## config.mk

```make
export PLATFORM = sky130hd
export DESIGN_NAME = hr_uart_rx
export DESIGN_NICKNAME = d
export VERILOG_FILES = /design/src/rtl/hr_uart_pkg.sv /design/src/rtl/hr_uart_sync.sv /design/src/rtl/hr_uart_rx.sv
export SDC_FILE = /design/constraint.sdc
export NUM_CORES = 1
export LEC_CHECK = 0
export CAP_MARGIN = 20
export CORE_MARGIN = 2
export CORE_UTILIZATION = 53
export CTS_CLUSTER_DIAMETER = 30
export DETAILED_ROUTE_END_ITERATION = 8
export PLACE_DENSITY = 0.75
export SYNTH_ARGS = -nofsm -noshare
export SYNTH_HDL_FRONTEND = slang
export SYNTH_HIERARCHICAL = 1
export SYNTH_SLANG_ARGS = --single-unit
export TNS_END_PERCENT = 50
```

## constraint.sdc

```tcl
create_clock -name clk -period 1.9 [get_ports clk]
set_input_delay 0.475 -clock clk [delete_from_list [all_inputs] [get_ports clk]]
set_output_delay 0.475 -clock clk [all_outputs]
set_load 0.1 [all_outputs]
```

## src/rtl/hr_uart_pkg.sv

```systemverilog
// rtl/hr_uart_pkg.sv - shared UART definitions: state encodings, divider helpers, error byte
package hr_uart_pkg;

  // One-hot FSM encodings, shared with the future TX block.
  typedef enum logic [5:0] {
    ST_IDLE   = 6'b000001,
    ST_START  = 6'b000010,
    ST_DATA   = 6'b000100,
    ST_PARITY = 6'b001000,
    ST_STOP   = 6'b010000,
    ST_DONE   = 6'b100000
  } state_e;

  localparam int CNT_W = 16;

  // Byte presented on a discarded frame: matches no header character or ASCII
  // digit, so the parser never re-latches a stale byte.
  localparam logic [7:0] ERR_BYTE = 8'h00;

  function automatic int baud_div(input int clk_freq, input int baud);
    return clk_freq / baud;
  endfunction

  function automatic int half_div(input int bdiv);
    return bdiv / 2;
  endfunction

endpackage

```

## src/rtl/hr_uart_sync.sv

```systemverilog
// rtl/hr_uart_sync.sv - two-flop synchronizer with falling-edge detector
// Purpose: bring the asynchronous serial line into the clk domain and flag
//          high-to-low transitions of the synchronized line.
// Ports:
//   clk      in  system clock
//   rst_n    in  asynchronous active-low reset (all flops reset to 1 = idle line)
//   async_i  in  asynchronous input
//   sync_o   out synchronized level
//   fall_o   out one-cycle pulse on a synchronized falling edge
module hr_uart_sync (
  input  logic clk,
  input  logic rst_n,
  input  logic async_i,
  output logic sync_o,
  output logic fall_o
);

  logic s1_q, s2_q, hist_q;

  always_ff @(posedge clk or negedge rst_n) begin
    if (!rst_n) begin
      s1_q   <= 1'b1;
      s2_q   <= 1'b1;
      hist_q <= 1'b1;
    end else begin
      s1_q   <= async_i;
      s2_q   <= s1_q;
      hist_q <= s2_q;
    end
  end

  assign sync_o = s2_q;
  assign fall_o = hist_q & ~s2_q;

endmodule

```

## src/rtl/hr_uart_rx.sv

```systemverilog
// rtl/hr_uart_rx.sv - oversampling UART byte receiver for the heart-rate frame parser
// Purpose: receive 8N1 bytes (8E1 when HR_UART_RX_PARITY_EN is defined), LSB first.
//          data_rx is written at the stop-sample edge; rx_int falls one clock later,
//          so the parser's falling-edge latch always sees settled data.
// Parameters: CLK_FREQ (Hz), BAUD (bit/s); BAUD_DIV = CLK_FREQ/BAUD, HALF = BAUD_DIV/2.
// Ports:
//   clk        in  system clock
//   rst_n      in  asynchronous active-low reset
//   rx         in  asynchronous serial input, idle high
//   data_rx    out last received byte (8'h00 on a discarded frame)
//   rx_int     out high while a validated frame is in progress
//   frame_err  out one-cycle pulse when a byte is discarded
module hr_uart_rx
  import hr_uart_pkg::*;
#(
  parameter int CLK_FREQ = 50_000_000,
  parameter int BAUD     = 9600
) (
  input  logic       clk,
  input  logic       rst_n,
  input  logic       rx,
  output logic [7:0] data_rx,
  output logic       rx_int,
  output logic       frame_err
);

  localparam int BAUD_DIV = baud_div(CLK_FREQ, BAUD);
  localparam int HALF     = half_div(BAUD_DIV);
  localparam logic [CNT_W-1:0] CNT_LAST = CNT_W'(BAUD_DIV - 1);
  localparam logic [CNT_W-1:0] CNT_MID  = CNT_W'(HALF - 1);

  logic line, fall;

  hr_uart_sync u_sync (
    .clk    (clk),
    .rst_n  (rst_n),
    .async_i(rx),
    .sync_o (line),
    .fall_o (fall)
  );

  state_e           state_q, state_d;
  logic [CNT_W-1:0] cnt_q, cnt_d;
  logic [2:0]       bit_idx_q, bit_idx_d;
  logic [7:0]       shreg_q, shreg_d;
  logic [7:0]       data_q, data_d;
  logic             rx_int_q, rx_int_d;
  logic             ferr_q, ferr_d;
  logic             tick, frame_ok;

  // One full bit period has elapsed since the previous sample point.
  assign tick = (cnt_q == CNT_LAST);

`ifdef HR_UART_RX_PARITY_EN
  logic par_q, par_d;
  // Even parity: data bits plus parity bit carry an even number of ones.
  assign frame_ok = line && ((^shreg_q) == par_q);
`else
  assign frame_ok = line;
`endif

  // State register
  always_ff @(posedge clk or negedge rst_n) begin
    if (!rst_n) state_q <= ST_IDLE;
    else        state_q <= state_d;
  end

  // Next-state logic
  always_comb begin
    state_d = state_q;
    case (state_q)
      ST_IDLE:  if (fall) state_d = ST_START;
      ST_START: if (cnt_q == CNT_MID) state_d = line ? ST_IDLE : ST_DATA;
      ST_DATA: begin
        if (tick && bit_idx_q == 3'd7) begin
`ifdef HR_UART_RX_PARITY_EN
          state_d = ST_PARITY;
`else
          state_d = ST_STOP;
`endif
        end
      end
`ifdef HR_UART_RX_PARITY_EN
      ST_PARITY: if (tick) state_d = ST_STOP;
`endif
      ST_STOP:  if (tick) state_d = ST_DONE;
      ST_DONE:  state_d = ST_IDLE;
      default:  state_d = ST_IDLE;
    endcase
  end

  // Output / datapath next-state logic
  always_comb begin
    // Counter restarts on every state entry and wraps after a full bit period.
    if (state_d != state_q || state_q == ST_IDLE || tick) cnt_d = '0;
    else                                                    cnt_d = cnt_q + 1'b1;
    bit_idx_d = bit_idx_q;
    shreg_d   = shreg_q;
    data_d    = data_q;
    rx_int_d  = rx_int_q;
    ferr_d    = 1'b0;
`ifdef HR_UART_RX_PARITY_EN
    par_d     = par_q;
`endif
    case (state_q)
      ST_START: begin
        if (cnt_q == CNT_MID && !line) begin
          rx_int_d  = 1'b1;
          bit_idx_d = 3'd0;
        end
      end
      ST_DATA: begin
        if (tick) begin
          shreg_d   = {line, shreg_q[7:1]};
          bit_idx_d = bit_idx_q + 3'd1;
        end
      end
`ifdef HR_UART_RX_PARITY_EN
      ST_PARITY: if (tick) par_d = line;
`endif
      ST_STOP: begin
        if (tick) begin
          if (frame_ok) begin
            data_d = shreg_q;
          end else begin
            data_d = ERR_BYTE;
            ferr_d = 1'b1;
          end
        end
      end
      ST_DONE: rx_int_d = 1'b0;
      default: ;
    endcase
  end

  always_ff @(posedge clk or negedge rst_n) begin
    if (!rst_n) begin
      cnt_q     <= '0;
      bit_idx_q <= 3'd0;
      shreg_q   <= 8'h00;
      data_q    <= 8'h00;
      rx_int_q  <= 1'b0;
      ferr_q    <= 1'b0;
`ifdef HR_UART_RX_PARITY_EN
      par_q     <= 1'b0;
`endif
    end else begin
      cnt_q     <= cnt_d;
      bit_idx_q <= bit_idx_d;
      shreg_q   <= shreg_d;
      data_q    <= data_d;
      rx_int_q  <= rx_int_d;
      ferr_q    <= ferr_d;
`ifdef HR_UART_RX_PARITY_EN
      par_q     <= par_d;
`endif
    end
  end

  assign data_rx   = data_q;
  assign rx_int    = rx_int_q;
  assign frame_err = ferr_q;

endmodule

```

* Word-level counts from Yosys, hierarchy flattened *
Index checks and enable logic that the tools add are counted.

operators by class
  $add $sub $neg = 2
  reductions and logical operators = 11
  bitwise logic cells = 2
  mux-type cells = 16
  equal/unequal tests = 11

operators with widths
  kind                     count
  $mux W6                  4
  $pmux W6 S4              1
  $add A16 B1 Y16 const B  1
  $eq A16 B12 Y1 const B   1
  $eq A16 B13 Y1 const B   1
  $mux W16                 1
  $mux W3                  3
  $mux W8                  1
  $eq A6 B1 Y1 const B     1
  $eq A6 B2 Y1 const B     1
  $eq A6 B3 Y1 const B     1
  $eq A6 B5 Y1 const B     1
  $eq A6 B6 Y1 const B     1
  $ne A6 B6 Y1             1
  $pmux W3 S2              1
  $reduce_and A2 Y1        3
  $mux W1                  4
  $ne A2 B2 Y1 const B     2
  $reduce_bool A2 Y1       2
  $add A3 B1 Y3 const B    1
  $eq A3 B3 Y1 const B     1
  $reduce_and A3 Y1        1
  $logic_and A1 B1 Y1      2
  $logic_or A1 B1 Y1       2
  4 further kinds          4

word-level totals
  logic and storage cells = 52
  output and inout port bits = 10
  flip-flop bits (word level) = 46
  input bits = 3

* Logic depth before layout (Yosys ltp) *
Gate-level depths: netlist (run 1).

  word-level depth = 8
  gate-level depth with buffers = 6
  mapped depth without buffers = 5

* Hierarchy *
The synthesis (run 1) kept the hierarchy.

modules (own cells, without submodules)
  module        cells an instance  sequential area each (µm²)  area each (µm²)  instances
  hr_uart_rx    202                1,077.3                     2,149.6          1
  hr_uart_sync  4                  78.8                        92.6             1

* Worst setup path before layout (run 1) *
Ideal clock, no wire load.

  path type = reg2reg
  start = register cnt_q[0]
  end = register shreg_q[1]
  setup slack = -34 ps
  path buffers = 1
  setup time = 125 ps
  cell stages (with the launch flop) = 7
  clock period less this slack = 1,934 ps
  arrival time = 1,809 ps
  required time = 1,775 ps
  cells stage by stage = dfrtp_1 -> ha_1 -> nand4_2 -> nand4b_2 -> or2_1 -> buf_6 -> mux2_4

on the way
  cells in the longest elaborated chain, start to end = 2

RTL lines
  item                         RTL line           text
  start: declaration           hr_uart_rx.sv:43   logic [CNT_W-1:0] cnt_q, cnt_d;
  start signal: assignment     hr_uart_rx.sv:148  cnt_q <= cnt_d;
  $eq A16 B13 Y1               hr_uart_rx.sv:52   assign tick = (cnt_q == CNT_LAST);
  $reduce_and A2 Y1 (no line)  n/a
  end signal: assignment       hr_uart_rx.sv:150  shreg_q <= shreg_d;
  end: declaration             hr_uart_rx.sv:45   logic [7:0] shreg_q, shreg_d;

Every way passes these cells.
A chain may end at the register's enable or synchronous reset.

* Worst setup path after layout (run 1) *
  start = register state_q[0]
  end = register bit_idx_q[2]

on the way
  cells in the longest elaborated chain, start to end = 3
  elaborated cells between the ends (all ways) = 7
  those cells by class = 4 x eq/ne; 1 x mux; 2 x reduce/logical

RTL lines
  item                                                                 RTL line           text
  start: declaration                                                   hr_uart_rx.sv:42   state_e state_q, state_d;
  start signal: assignment                                             hr_uart_rx.sv:65   else state_q <= state_d;
  $eq A6 B2 Y1 / $eq A6 B3 Y1 (equally long branches)                  hr_uart_rx.sv:105  case (state_q)
  $ne A2 B2 Y1 (no line) / $reduce_bool A2 Y1 (equally long branches)  n/a
  $reduce_and A3 Y1 (no line)                                          n/a
  end signal: assignment                                               hr_uart_rx.sv:149  bit_idx_q <= bit_idx_d;
  end: declaration                                                     hr_uart_rx.sv:44   logic [2:0] bit_idx_q, bit_idx_d;

Several ways; a longest one is shown, not always the timed one.

==> results.txt, run 1 <==
----------------------------------------------------
[Drt]
  Detailed-routed wire length on met2 ... around 2600 um
  1st-iter DRT viols ... 119
  Post-detailed-route via-to-cell ratio ... just under 6
  First-pass iteration count of the detailed router ... 4
  Final routed wirelength across all metal layers ... 5070 um
  Number of vias in the routed layout ... 1,755
  Antenna Nets Post-Route ... 0
  Number of remaining DRC errors ... 0
  Met3 Routed Length ... 221 um
  Wire length per cell ... 17.2 um
  Top Layer Used ... met4
  Detailed-route wire length on metal 1 ... 2140 um

[Place]
  DP Worst Slack ... -0.105 ns
  Number of instances in the placed design ... 282
  Placer's final routability congestion estimate ... 0.870
  Post-detail-place hpwl ... 3430 um
  Count of buffers from port buffering ... 12

[STA]
  Final worst-path cycle share ... 99.9%
  Final hold violation count ... 0
  RSZ-0062 raised after global routing ... yes
  Worst setup margin ... 0.00187 ns
  Final setup violating endpoints ... 0
  Max frequency ... around 530 MHz
  Tightest slew margin relative to the limit ... 62.4%
  Post-route minimum period ... 1.90 ns
  Final count of pins violating max slew ... 0
  Worst-margin pin slew ... approximately 0.56 ns
  Min Hold Slack ... between 0.2 and 0.3 ns
  Clock Skews ... approximately 0.0094 ns

[Die]
  Standard-cell rows ... 23
  Core box area ... 4030 um2
  Die footprint ... 4770 um2
  Starting density of the core ... ~56%
  Ports ... 13
  Horizontal extent of the die ... 69.0 um
  Die extent in y ... around 69 um

[Global routing]
  Pin count of the biggest net entering global routing ... 47
  Number of antenna violations at the first check in global routing ... 0
  Gr usage total ... approximately 22%
  Residual overflow from global routing ... 0
  Via count of the first global-routing pass ... 1,648
  Wire length of the first global-routing pass ... just over 8000 um

[Setup path]
  Signal arrival time at the worst endpoint ... about 2.1 ns
  Reg2Reg Depth ... 4
  Stage delay of the slowest cell on the critical path ... 0.61 ns
  Largest delay contributor family on the critical path ... simple AND/OR/NAND/NOR gates
  Start of the worst register-to-register path ... state_q[0]$_DFF_PN1_
  Highest fanout seen on the critical path ... 8
  Critical Path Sink Type ... register
  Register-to-register path setup slack ... 0.002 ns
  Critical path buffers and inverters ... 0
  Capturing point of the worst reg2reg path ... bit_idx_q[2]$_DFFE_PN0P_
  CP max-delay cell ... sky130_fd_sc_hd__or4b_1
  Worst Setup Start Kind ... register
  Cells along the critical path ... or4b_1, nand3b_1, or2_1, a31o_2
  Worst path required time ... about 2.1 ns
  Critical path start-end classification ... reg -> reg

[Finish]
  Final layout net count ... roughly 250
  Antenna diode instance count ... 0
  Final core occ ... 70.7%
  Number of inserted filler cells in the final layout ... 298
  Most frequent cells in the layout ... sky130_fd_sc_hd__dfrtp_1, sky130_fd_sc_hd__buf_4, sky130_fd_sc_hd__nand2_1
  Final cell count without fillers ... just under 300
  Leading cell type in the layout, fill and taps excluded ... sky130_fd_sc_hd__dfrtp_1
  Ratio of cells with drive above 1 in the final layout ... 30.3%
  Area growth from synthesis to layout ... 27.1%

[Pwr]
  Total net switching power ... 0.366 mW
  Worst vdd ir ... 0.506 mV
  Static Leak ... about 1.2 nW
  Pwr per Cell Area ... 634 nW/um2
  Internal power contribution ... between 1 and 1.5 mW
  Proportion of power drawn by flip-flops and latches ... 55.1%
  Share of total power consumed by net switching ... between 20% and 30%
  Pwr Total ... 1.81 mW
  Clock network fraction of design power ... 40.9%
  Logic gate share of total power ... 4.0%

[Logic synthesis]
  Most frequently used flop master after synthesis ... sky130_fd_sc_hd__dfrtp_1
  Post-synthesis instance total ... 206
  Net Count, Synth ... around 210
  Number of library cell types mapped by synthesis ... 53
  Yosys reg bits ... between 40 and 50
  Portion of the post-synthesis area used by sequential elements ... 51.6%
  Async set or reset register ratio after synthesis ... 100%
  Number of enable-type register cells in the synthesized netlist ... 0
  Syn_area_per_cell ... 10.9 um2
  Cell area after synthesis ... 2240 um2
  YS warnings ... 6

[Clock tree]
  Maximum number of buffers from clock root to sink ... 2
  Cts bufs inserted ... 5
  CTS tree ... built
  Clock slew at the register clock pins of the worst setup and hold paths ... about 0.080 ns
  H-tree depth ... 2
  Clk sink count ... 46
  Hold-fix buffer count after cts ... 0
  Clock tree root driver cell ... sky130_fd_sc_hd__clkbuf_8
  Later-pin clock latency in the skew report ... about 0.3 ns

[Hold path]
  Type of the most critical hold path ... in -> async

[Outcome]
  Result of the run ... completed

[Job]
  Count of max-cap constraint violations ... 0

----------------------------------------------------
-- per-layer routing --
metal | GRT usage (%) | vias to the layer above
li1 | - | 825
met1 | 29.6 | 877
met2 | 34.7 | 48
met3 | 5.70 | 5
met4 | 8.93 | 0
met5 | 0 | -
-- worst register-to-register path, stage by stage (launching register included) --
cell	delay [ns]
sky130_fd_sc_hd__dfstp_2	0.41
sky130_fd_sc_hd__or4b_1	0.61
sky130_fd_sc_hd__nand3b_1	0.24
sky130_fd_sc_hd__or2_1	0.29
sky130_fd_sc_hd__a31o_2	0.25
-- timing repair --
action,CTS,global route
gates resized for setup,3,14
buffers inserted,0,4
setup endpoints to repair,27,37
pin swaps,0,1
-- metrics by stage --
stage                     instance area (um2)  setup TNS (ns)
final                                    2850               0
after CTS                                2780               0
after detailed placement                 2640           -1.45
after floorplan                          2250               0
after global routing                     2850          -0.456
after global placement                   2640               0
-- flip-flops by register name (all words and copies together) (netlist names) --
| signal | cells |
|---|---|
| u_sync/s1_q | 1 |
| state_q | 6 |
| u_sync/hist_q | 1 |
| cnt_q | 16 |
| u_sync/sync_o | 1 |
| shreg_q | 8 |
| frame_err | 1 |
| data_rx | 8 |
| rx_int | 1 |
| bit_idx_q | 3 |
-- how the worst max path moves through the flow --
stage                          from                       end  slack [ns]  cells after the start
6_report       state_q[0]$_DFF_PN1_  bit_idx_q[2]$_DFFE_PN0P_       0.002                      4
5_1_grt          cnt_q[1]$_DFF_PN0_       cnt_q[14]$_DFF_PN0_       -0.09                      6
4_1_cts          cnt_q[5]$_DFF_PN0_    data_rx[6]$_DFFE_PN0P_       0.003                      5
3_5_place_dp     cnt_q[0]$_DFF_PN0_        cnt_q[6]$_DFF_PN0_       -0.10                      5
3_3_place_gp     cnt_q[0]$_DFF_PN0_    shreg_q[0]$_DFFE_PN0P_        0.02                      6
2_1_floorplan    cnt_q[0]$_DFF_PN0_    shreg_q[1]$_DFFE_PN0P_        0.04                      6
-- power by group through the flow --
stage	Combinational, mW	Sequential (mW)	Clock [mW]
final	0.0717	0.996	0.739
after global routing	0.0796	0.998	0.811
after CTS	0.0662	0.996	0.756
after detailed placement	0.0645	1.01	0
after global placement	0.0622	1.01	0
after floorplan	0.0282	1.01	0
-- cell type report --
type | instances | area [um2] | share of cell area (%)
inverter | 8 | 30.0 | 1.05
sequential | 46 | 1160 | 40.7
timing repair buffer | 37 | 407 | 14.3
clock inverter | 1 | 30.0 | 1.05
tap | 50 | 62.6 | 2.20
clock buffer | 7 | 86.3 | 3.03
multi-input combinational | 145 | 1070 | 37.7
-- synth_stat cells, types with 3 or more instances --
cell / instances / share of area [%]
sky130_fd_sc_hd__a211oi_1: 3 / 1.0
sky130_fd_sc_hd__clkbuf_1: 3 / 0.50
sky130_fd_sc_hd__dfrtp_1: 42 / 47
sky130_fd_sc_hd__dfstp_2: 4 / 4.7
sky130_fd_sc_hd__ha_1: 3 / 1.7
sky130_fd_sc_hd__inv_1: 8 / 1.3
sky130_fd_sc_hd__mux2_4: 6 / 4.0
sky130_fd_sc_hd__nand2_1: 18 / 3.0
sky130_fd_sc_hd__nand3_1: 5 / 1.1
sky130_fd_sc_hd__nand4_1: 4 / 1.1
sky130_fd_sc_hd__nor2_1: 5 / 0.84
sky130_fd_sc_hd__nor3_1: 18 / 4.0
sky130_fd_sc_hd__nor4_1: 3 / 0.84
sky130_fd_sc_hd__o21ai_0: 20 / 4.5
sky130_fd_sc_hd__o31ai_1: 3 / 1.0
sky130_fd_sc_hd__or4_1: 3 / 1.0
sky130_fd_sc_hd__xnor2_1: 9 / 3.5
sky130_fd_sc_hd__xor2_1: 3 / 1.2
-- kinds of logic after synthesis --
kind of cell	count (synthesis)	share of synthesized area (%)
xor+xnor	12	4.69
compound gates	36	9.93
fa+ha+maj	3	1.67
buf+inv	15	3.24
other cells	1	0.167
mux	8	4.97
flops	46	51.6
simple gates	85	23.8
Note: power is estimated with default switching activity, not from simulation.
==> run 2, diff against run 1 <==
--- a/config.mk
+++ b/config.mk
@@ -15,4 +15,4 @@
 export SYNTH_HDL_FRONTEND = slang
 export SYNTH_HIERARCHICAL = 1
 export SYNTH_SLANG_ARGS = --single-unit
-export TNS_END_PERCENT = 50
+export TNS_END_PERCENT = 100
==> run 2 against run 1 <==
  * Sequential cell count did not move
  * Via count fell by 0.74%
  * Highest routed layer unchanged
  * Largest power group unchanged
  * Register-to-register slack gained 0.05 ns
  * Cell area is 0.13% lower
  * Total power about the same
==> results.txt, run 2 (synthesized netlist as in run 1, its figures left out) <==
----------------------------------------------------
[Outcome]
  Result of the run ... completed (unchanged)

[Clock tree]
  Cts bufs inserted ... 5 (unchanged)
  H-tree depth ... 2 (unchanged)
  Maximum number of buffers from clock root to sink ... 2 (unchanged)
  Clk sink count ... 46 (unchanged)
  Clock tree root driver cell ... sky130_fd_sc_hd__clkbuf_8 (unchanged)
  Clock slew at the register clock pins of the worst setup and hold paths ... 0.08 ns (about the same)
  CTS tree ... built (unchanged)
  Later-pin clock latency in the skew report ... 0.30 ns (about the same)

[Setup path]
  Start of the worst register-to-register path ... cnt_q[1]$_DFF_PN0_ (was state_q[0]$_DFF_PN1_)
  Reg2Reg Depth ... 6 (was 4)
  Critical Path Sink Type ... register (unchanged)
  Signal arrival time at the worst endpoint ... 2.04 ns (was 2.09 ns)
  Worst path required time ... 2.10 ns (about the same)
  Highest fanout seen on the critical path ... 4 (was 8)
  Register-to-register path setup slack ... 0.05 ns (was 0.002 ns)
  Worst Setup Start Kind ... register (unchanged)
  Critical path start-end classification ... reg -> reg (unchanged)
  Capturing point of the worst reg2reg path ... bit_idx_q[2]$_DFFE_PN0P_ (unchanged)

[Global routing]
  Wire length of the first global-routing pass ... 8230 um (unchanged)
  Number of antenna violations at the first check in global routing ... 0 (unchanged)
  Gr usage total ... 22.2% (unchanged)
  Pin count of the biggest net entering global routing ... 47 (unchanged)
  Residual overflow from global routing ... 0 (unchanged)
  Via count of the first global-routing pass ... 1,648 (unchanged)

[Drt]
  Number of vias in the routed layout ... 1,742 (was 1,755)
  Post-detailed-route via-to-cell ratio ... 5.91 (was 5.97)
  1st-iter DRT viols ... 106 (was 119)
  First-pass iteration count of the detailed router ... 4 (unchanged)
  Number of remaining DRC errors ... 0 (unchanged)
  Antenna Nets Post-Route ... 0 (unchanged)
  Final routed wirelength across all metal layers ... 5050 um (was 5070 um)
  Wire length per cell ... 17.1 um (was 17.2 um)

[Die]
  Ports ... 13 (unchanged)
  Die extent in y ... 69.0 um (unchanged)
  Starting density of the core ... 55.7% (unchanged)
  Die footprint ... 4770 um2 (unchanged)
  Horizontal extent of the die ... 69.0 um (unchanged)
  Standard-cell rows ... 23 (unchanged)
  Core box area ... 4030 um2 (unchanged)

[Finish]
  Most frequent cells in the layout ... sky130_fd_sc_hd__dfrtp_1, sky130_fd_sc_hd__buf_4, sky130_fd_sc_hd__nand2_1 (unchanged)
  Area growth from synthesis to layout ... 26.9% (was 27.1%)
  Final core occ ... 70.6% (was 70.7%)
  Number of inserted filler cells in the final layout ... 300 (was 298)
  Antenna diode instance count ... 0 (unchanged)
  Number of flip-flops in the largest register ... 16 (unchanged)
  Ratio of cells with drive above 1 in the final layout ... 30.6% (was 30.3%)
  Final layout net count ... 250 (was 249)
  Leading cell type in the layout, fill and taps excluded ... sky130_fd_sc_hd__dfrtp_1 (unchanged)
  Register with the highest flop count ... cnt_q (unchanged)

[STA]
  Clock Skews ... 0.0105 ns (was 0.00942 ns)
  Min Hold Slack ... 0.256 ns (was 0.252 ns)
  Final setup violating endpoints ... 0 (unchanged)
  Worst-margin pin slew ... 0.566 ns (was 0.565 ns)
  Max frequency ... 541 MHz (was 527 MHz)
  Final count of pins violating max slew ... 0 (unchanged)
  Final worst-path cycle share ... 97.3% (was 99.9%)
  Tightest slew margin relative to the limit ... 62.3% (was 62.4%)
  Post-route minimum period ... 1.85 ns (was 1.90 ns)
  Final hold violation count ... 0 (unchanged)

[Place]
  Placer's final routability congestion estimate ... 0.870 (unchanged)
  Post-detail-place hpwl ... 3430 um (unchanged)
  Count of buffers from port buffering ... 12 (unchanged)

[Pwr]
  Worst vdd ir ... 0.510 mV (was 0.506 mV)
  Static Leak ... 1.22 nW (about the same)
  Pwr per Cell Area ... 635 nW/um2 (was 634 nW/um2)

[Job]
  Count of max-cap constraint violations ... 0 (unchanged)

[Hold path]
  Type of the most critical hold path ... in -> async (unchanged)

----------------------------------------------------
==> run 2: changes by cell type in the layout (fill, tap and decap cells not counted), sizes merged <==
cell	change
buf	+1
==> run 2: power breakdown <==
group / switching, mW / leakage (nW) / internal [mW]
clock network: 0.309 / 0.0585 / 0.429
registers: 0.00789 / 0.623 / 0.988
logic: 0.0469 / 0.544 / 0.0250
total: 0.364 / 1.22 / 1.44
==> run 2: metrics by stage <==
step	power, mW	cells	area, um2	worst slack, ns	TNS, ns
after global routing	1.89	295	2850	-0.0679	-0.247
after global placement	1.08	282	2640	0.0176	0
after floorplan	1.04	206	2250	0.0411	0
after detailed placement	1.08	282	2640	-0.105	-1.45
after CTS	1.82	290	2780	0.00257	0
final	1.81	295	2850	0.0511	0
==> run 2: repair_timing <==
action,4_1_cts,5_1_grt
pin swaps,0,2
gates resized for setup,3,12
setup endpoints to repair,27,37
cloned,0,0
hold buffers,0,0
setup buffers,0,5
==> run 2: routing by layer <==
metal	global-route usage (%)	routed length (um)
met1	29.6	2130
met2	34.7	2650
met3	5.70	193
met4	8.93	76
met5	0	0
==> run 2: layout make-up <==
type | count | area, um2 | share of cell area [%]
timing repair buffer | 38 | 414 | 14.6
clock buffer | 7 | 86.3 | 3.03
tap | 50 | 62.6 | 2.20
sequential | 46 | 1160 | 40.7
clock inverter | 1 | 30.0 | 1.06
multi-input combinational | 145 | 1060 | 37.4
inverter | 8 | 30.0 | 1.06
==> run 2: worst max-delay path: stages (launching register included) <==
cell and delay (ns):
sky130_fd_sc_hd__dfrtp_1 0.36, sky130_fd_sc_hd__ha_1 0.21, sky130_fd_sc_hd__nor4bb_1 0.33, sky130_fd_sc_hd__nand4_1 0.13
sky130_fd_sc_hd__buf_4 0.18, sky130_fd_sc_hd__or2_1 0.28, sky130_fd_sc_hd__a31o_2 0.25
==> run 2: worst max-delay path by stage <==
stage | endpoint | from | slack (ns) | cells after the start
after floorplan | shreg_q[1]$_DFFE_PN0P_ | cnt_q[0]$_DFF_PN0_ | 0.04 | 6
after global placement | shreg_q[0]$_DFFE_PN0P_ | cnt_q[0]$_DFF_PN0_ | 0.02 | 6
after detailed placement | cnt_q[6]$_DFF_PN0_ | cnt_q[0]$_DFF_PN0_ | -0.10 | 5
after CTS | data_rx[6]$_DFFE_PN0P_ | cnt_q[5]$_DFF_PN0_ | 0.003 | 5
after global routing | cnt_q[14]$_DFF_PN0_ | cnt_q[1]$_DFF_PN0_ | -0.07 | 6
final | bit_idx_q[2]$_DFFE_PN0P_ | cnt_q[1]$_DFF_PN0_ | 0.05 | 6
==> run 3, diff against run 2 <==
--- a/config.mk
+++ b/config.mk
@@ -5,12 +5,14 @@
 export SDC_FILE = /design/constraint.sdc
 export NUM_CORES = 1
 export LEC_CHECK = 0
-export CAP_MARGIN = 20
+export CAP_MARGIN = 40
 export CORE_MARGIN = 2
 export CORE_UTILIZATION = 53
 export CTS_CLUSTER_DIAMETER = 30
 export DETAILED_ROUTE_END_ITERATION = 8
 export PLACE_DENSITY = 0.75
+export RECOVER_POWER = 50
+export SKIP_CTS_REPAIR_TIMING = 1
 export SYNTH_ARGS = -nofsm -noshare
 export SYNTH_HDL_FRONTEND = slang
 export SYNTH_HIERARCHICAL = 1
==> run 3 against run 2 <==
  * Sequential cell count did not move
  * Total power fell by 0.15%
  * Sequential power barely moved
  * Count of clock-buffer cells in the layout did not move
  * Core utilization fell by 0.16 points
  * Hold slack improved by 0.12 ns
  * Critical endpoint is now cnt_q[14]$_DFF_PN0_
  * Largest power group unchanged
==> results.txt, run 3 (synthesized netlist as in run 1, its figures left out) <==
----------------------------------------------------
[Job]
  Count of max-cap constraint violations ... 0 (unchanged)

[Die]
  Die footprint ... 4770 um2 (unchanged)
  Die extent in y ... 69.0 um (unchanged)
  Core box area ... 4030 um2 (unchanged)
  Ports ... 13 (unchanged)
  Standard-cell rows ... 23 (unchanged)
  Horizontal extent of the die ... 69.0 um (unchanged)
  Starting density of the core ... 55.7% (unchanged)

[Global routing]
  Pin count of the biggest net entering global routing ... 47 (unchanged)
  Number of antenna violations at the first check in global routing ... 0 (unchanged)
  Via count of the first global-routing pass ... 1,652 (was 1,648)
  Gr usage total ... 22.0% (was 22.2%)
  Wire length of the first global-routing pass ... 8180 um (was 8230 um)
  Residual overflow from global routing ... 0 (unchanged)

[Setup path]
  Worst Setup Start Kind ... register (unchanged)
  Worst path required time ... 2.11 ns (was 2.10 ns)
  Highest fanout seen on the critical path ... 5 (was 4)
  Critical Path Sink Type ... register (unchanged)
  Signal arrival time at the worst endpoint ... 2.05 ns (was 2.04 ns)
  Critical path start-end classification ... reg -> reg (unchanged)

[Finish]
  Register with the highest flop count ... cnt_q (unchanged)
  Antenna diode instance count ... 0 (unchanged)
  Post-route cell area ... 2840 um2 (was 2850 um2)
  Number of inserted filler cells in the final layout ... 304 (was 300)
  Ratio of cells with drive above 1 in the final layout ... 30.2% (was 30.6%)
  Number of flip-flops in the largest register ... 16 (unchanged)
  Reg area ... 1160 um2 (unchanged)
  Final layout net count ... 250 (unchanged)
  Combined area of the multi-input logic cells ... 1060 um2 (unchanged)
  Leading cell type in the layout, fill and taps excluded ... sky130_fd_sc_hd__dfrtp_1 (unchanged)
  Area growth from synthesis to layout ... 26.6% (was 26.9%)
  Final cell count without fillers ... 295 (unchanged)
  Most frequent cells in the layout ... sky130_fd_sc_hd__dfrtp_1, sky130_fd_sc_hd__buf_4, sky130_fd_sc_hd__nand2_1, sky130_fd_sc_hd__o21ai_0, sky130_fd_sc_hd__nor3_1 (was sky130_fd_sc_hd__dfrtp_1, sky130_fd_sc_hd__buf_4, sky130_fd_sc_hd__nand2_1)

[Outcome]
  Result of the run ... completed (unchanged)

[Drt]
  Number of vias in the routed layout ... 1,756 (was 1,742)
  Number of remaining DRC errors ... 0 (unchanged)
  Wire length per cell ... 16.7 um (was 17.1 um)
  Antenna Nets Post-Route ... 0 (unchanged)
  Final routed wirelength across all metal layers ... 4940 um (was 5050 um)
  First-pass iteration count of the detailed router ... 4 (unchanged)
  1st-iter DRT viols ... 119 (was 106)
  Post-detailed-route via-to-cell ratio ... 5.95 (was 5.91)

[Place]
  Number of instances in the placed design ... 282 (unchanged)
  Area of placed instances ... 2640 um2 (unchanged)
  Placer's final routability congestion estimate ... 0.870 (unchanged)
  Post-detail-place hpwl ... 3430 um (unchanged)
  Count of buffers from port buffering ... 12 (unchanged)
  DP Worst Slack ... -0.105 ns (unchanged)

[Clock tree]
  Clock tree root driver cell ... sky130_fd_sc_hd__clkbuf_8 (unchanged)
  Clk sink count ... 46 (unchanged)
  Clock slew at the register clock pins of the worst setup and hold paths ... 0.08 ns (about the same)
  Later-pin clock latency in the skew report ... 0.30 ns (about the same)
  Cts bufs inserted ... 5 (unchanged)
  H-tree depth ... 2 (unchanged)
  Maximum number of buffers from clock root to sink ... 2 (unchanged)
  CTS tree ... built (unchanged)

[Pwr]
  Share of total power consumed by net switching ... 20.2% (about the same)
  Internal power contribution ... 1.44 mW (about the same)
  Clock network fraction of design power ... 40.9% (about the same)
  Static Leak ... 1.22 nW (about the same)
  Logic gate share of total power ... 3.8% (was 4.0%)
  Worst vdd ir ... 0.496 mV (was 0.510 mV)
  Pwr per Cell Area ... 635 nW/um2 (about the same)
  Proportion of power drawn by flip-flops and latches ... 55.3% (was 55.2%)
  Total net switching power ... 0.363 mW (was 0.364 mW)

[STA]
  Final hold violation count ... 0 (unchanged)
  Final worst-path cycle share ... 96.8% (was 97.3%)
  Max frequency ... 544 MHz (was 541 MHz)
  Min Hold Slack ... 0.373 ns (was 0.256 ns)
  Final setup violating endpoints ... 0 (unchanged)
  Fin Setup TNS ... 0 ns (unchanged)
  Worst-margin pin slew ... 1.09 ns (was 0.566 ns)
  Post-route minimum period ... 1.84 ns (was 1.85 ns)
  Worst setup margin ... 0.0610 ns (was 0.0511 ns)
  Clock Skews ... 0.00931 ns (was 0.0105 ns)
  Final count of pins violating max slew ... 0 (unchanged)
  Tightest slew margin relative to the limit ... 27.1% (was 62.3%)

[Hold path]
  Type of the most critical hold path ... reg -> reg (was in -> async)

----------------------------------------------------
run 3: changes by cell type in the layout (fill, tap and decap cells not counted):
| cell | before | now |
|---|---|---|
| sky130_fd_sc_hd__dlygate4sd3_1 | 0 | 1 |
| sky130_fd_sc_hd__o21ai_0 | 17 | 18 |
| sky130_fd_sc_hd__o21ai_1 | 3 | 2 |
| sky130_fd_sc_hd__clkbuf_1 | 1 | 2 |
| sky130_fd_sc_hd__clkdlybuf4s50_1 | 1 | 0 |
| sky130_fd_sc_hd__clkbuf_2 | 0 | 1 |
| sky130_fd_sc_hd__buf_4 | 25 | 23 |
run 3: area by class of cell:
type / count / area share, %
clock buffers: 7 / 3.04
well taps: 50 / 2.20
repair buffers: 38 / 14.4
multi-input cells: 145 / 37.5
flip-flops and latches: 46 / 40.8
clock inverters: 1 / 1.06
inverters: 8 / 1.06
run 3: worst max-delay path, stage by stage, from the launching register on:
cell                       delay (ns)
sky130_fd_sc_hd__dfrtp_1         0.36
sky130_fd_sc_hd__ha_1            0.21
sky130_fd_sc_hd__buf_4           0.13
sky130_fd_sc_hd__nand4_2         0.09
sky130_fd_sc_hd__buf_4           0.18
sky130_fd_sc_hd__or4_1           0.54
sky130_fd_sc_hd__a211oi_2        0.23
run 3: per-layer routing:
metal  track usage, %  share of wire [%]  vias to the layer above  routed length (um)
li1                 -                  -                      823                   -
met1             29.2                 43                      894                2100
met2             34.6                 53                       34                2600
met3             5.70                3.3                        5                 164
met4             8.93                1.5                        0                  76
met5                0                  0                        -                   0
run 3: through the flow:
step           power, mW  utilization, %
2_1_floorplan       1.04               -
3_3_place_gp        1.08            65.6
3_5_place_dp        1.08            65.6
4_1_cts             1.82            68.5
5_1_grt             1.89            70.5
6_report            1.80            70.5
run 3: worst paths after layout:
kind / startpoint / end / slack, ns / depth (start not counted)
hold / removal: u_sync/s1_q$_DFF_PN1_ / u_sync/sync_o$_DFF_PN1_ / 0.37 / 0
setup / recovery: cnt_q[1]$_DFF_PN0_ / cnt_q[14]$_DFF_PN0_ / 0.06 / 6
setup reg to reg: cnt_q[1]$_DFF_PN0_ / cnt_q[14]$_DFF_PN0_ / 0.06 / 6
max in group asynchronous: rst_n / cnt_q[2]$_DFF_PN0_ / 0.72 / 2
hold reg to reg: u_sync/s1_q$_DFF_PN1_ / u_sync/sync_o$_DFF_PN1_ / 0.37 / 0
min in group asynchronous: rst_n / cnt_q[10]$_DFF_PN0_ / 0.46 / 2
run 3: power by group through the flow:
stage	Sequential [mW]	Combinational, mW	Clock, mW
finish	0.996	0.0694	0.738
global route	0.998	0.0779	0.809
CTS	0.996	0.0648	0.756
detailed placement	1.01	0.0645	0
global placement	1.01	0.0622	0
floorplan	1.01	0.0282	0
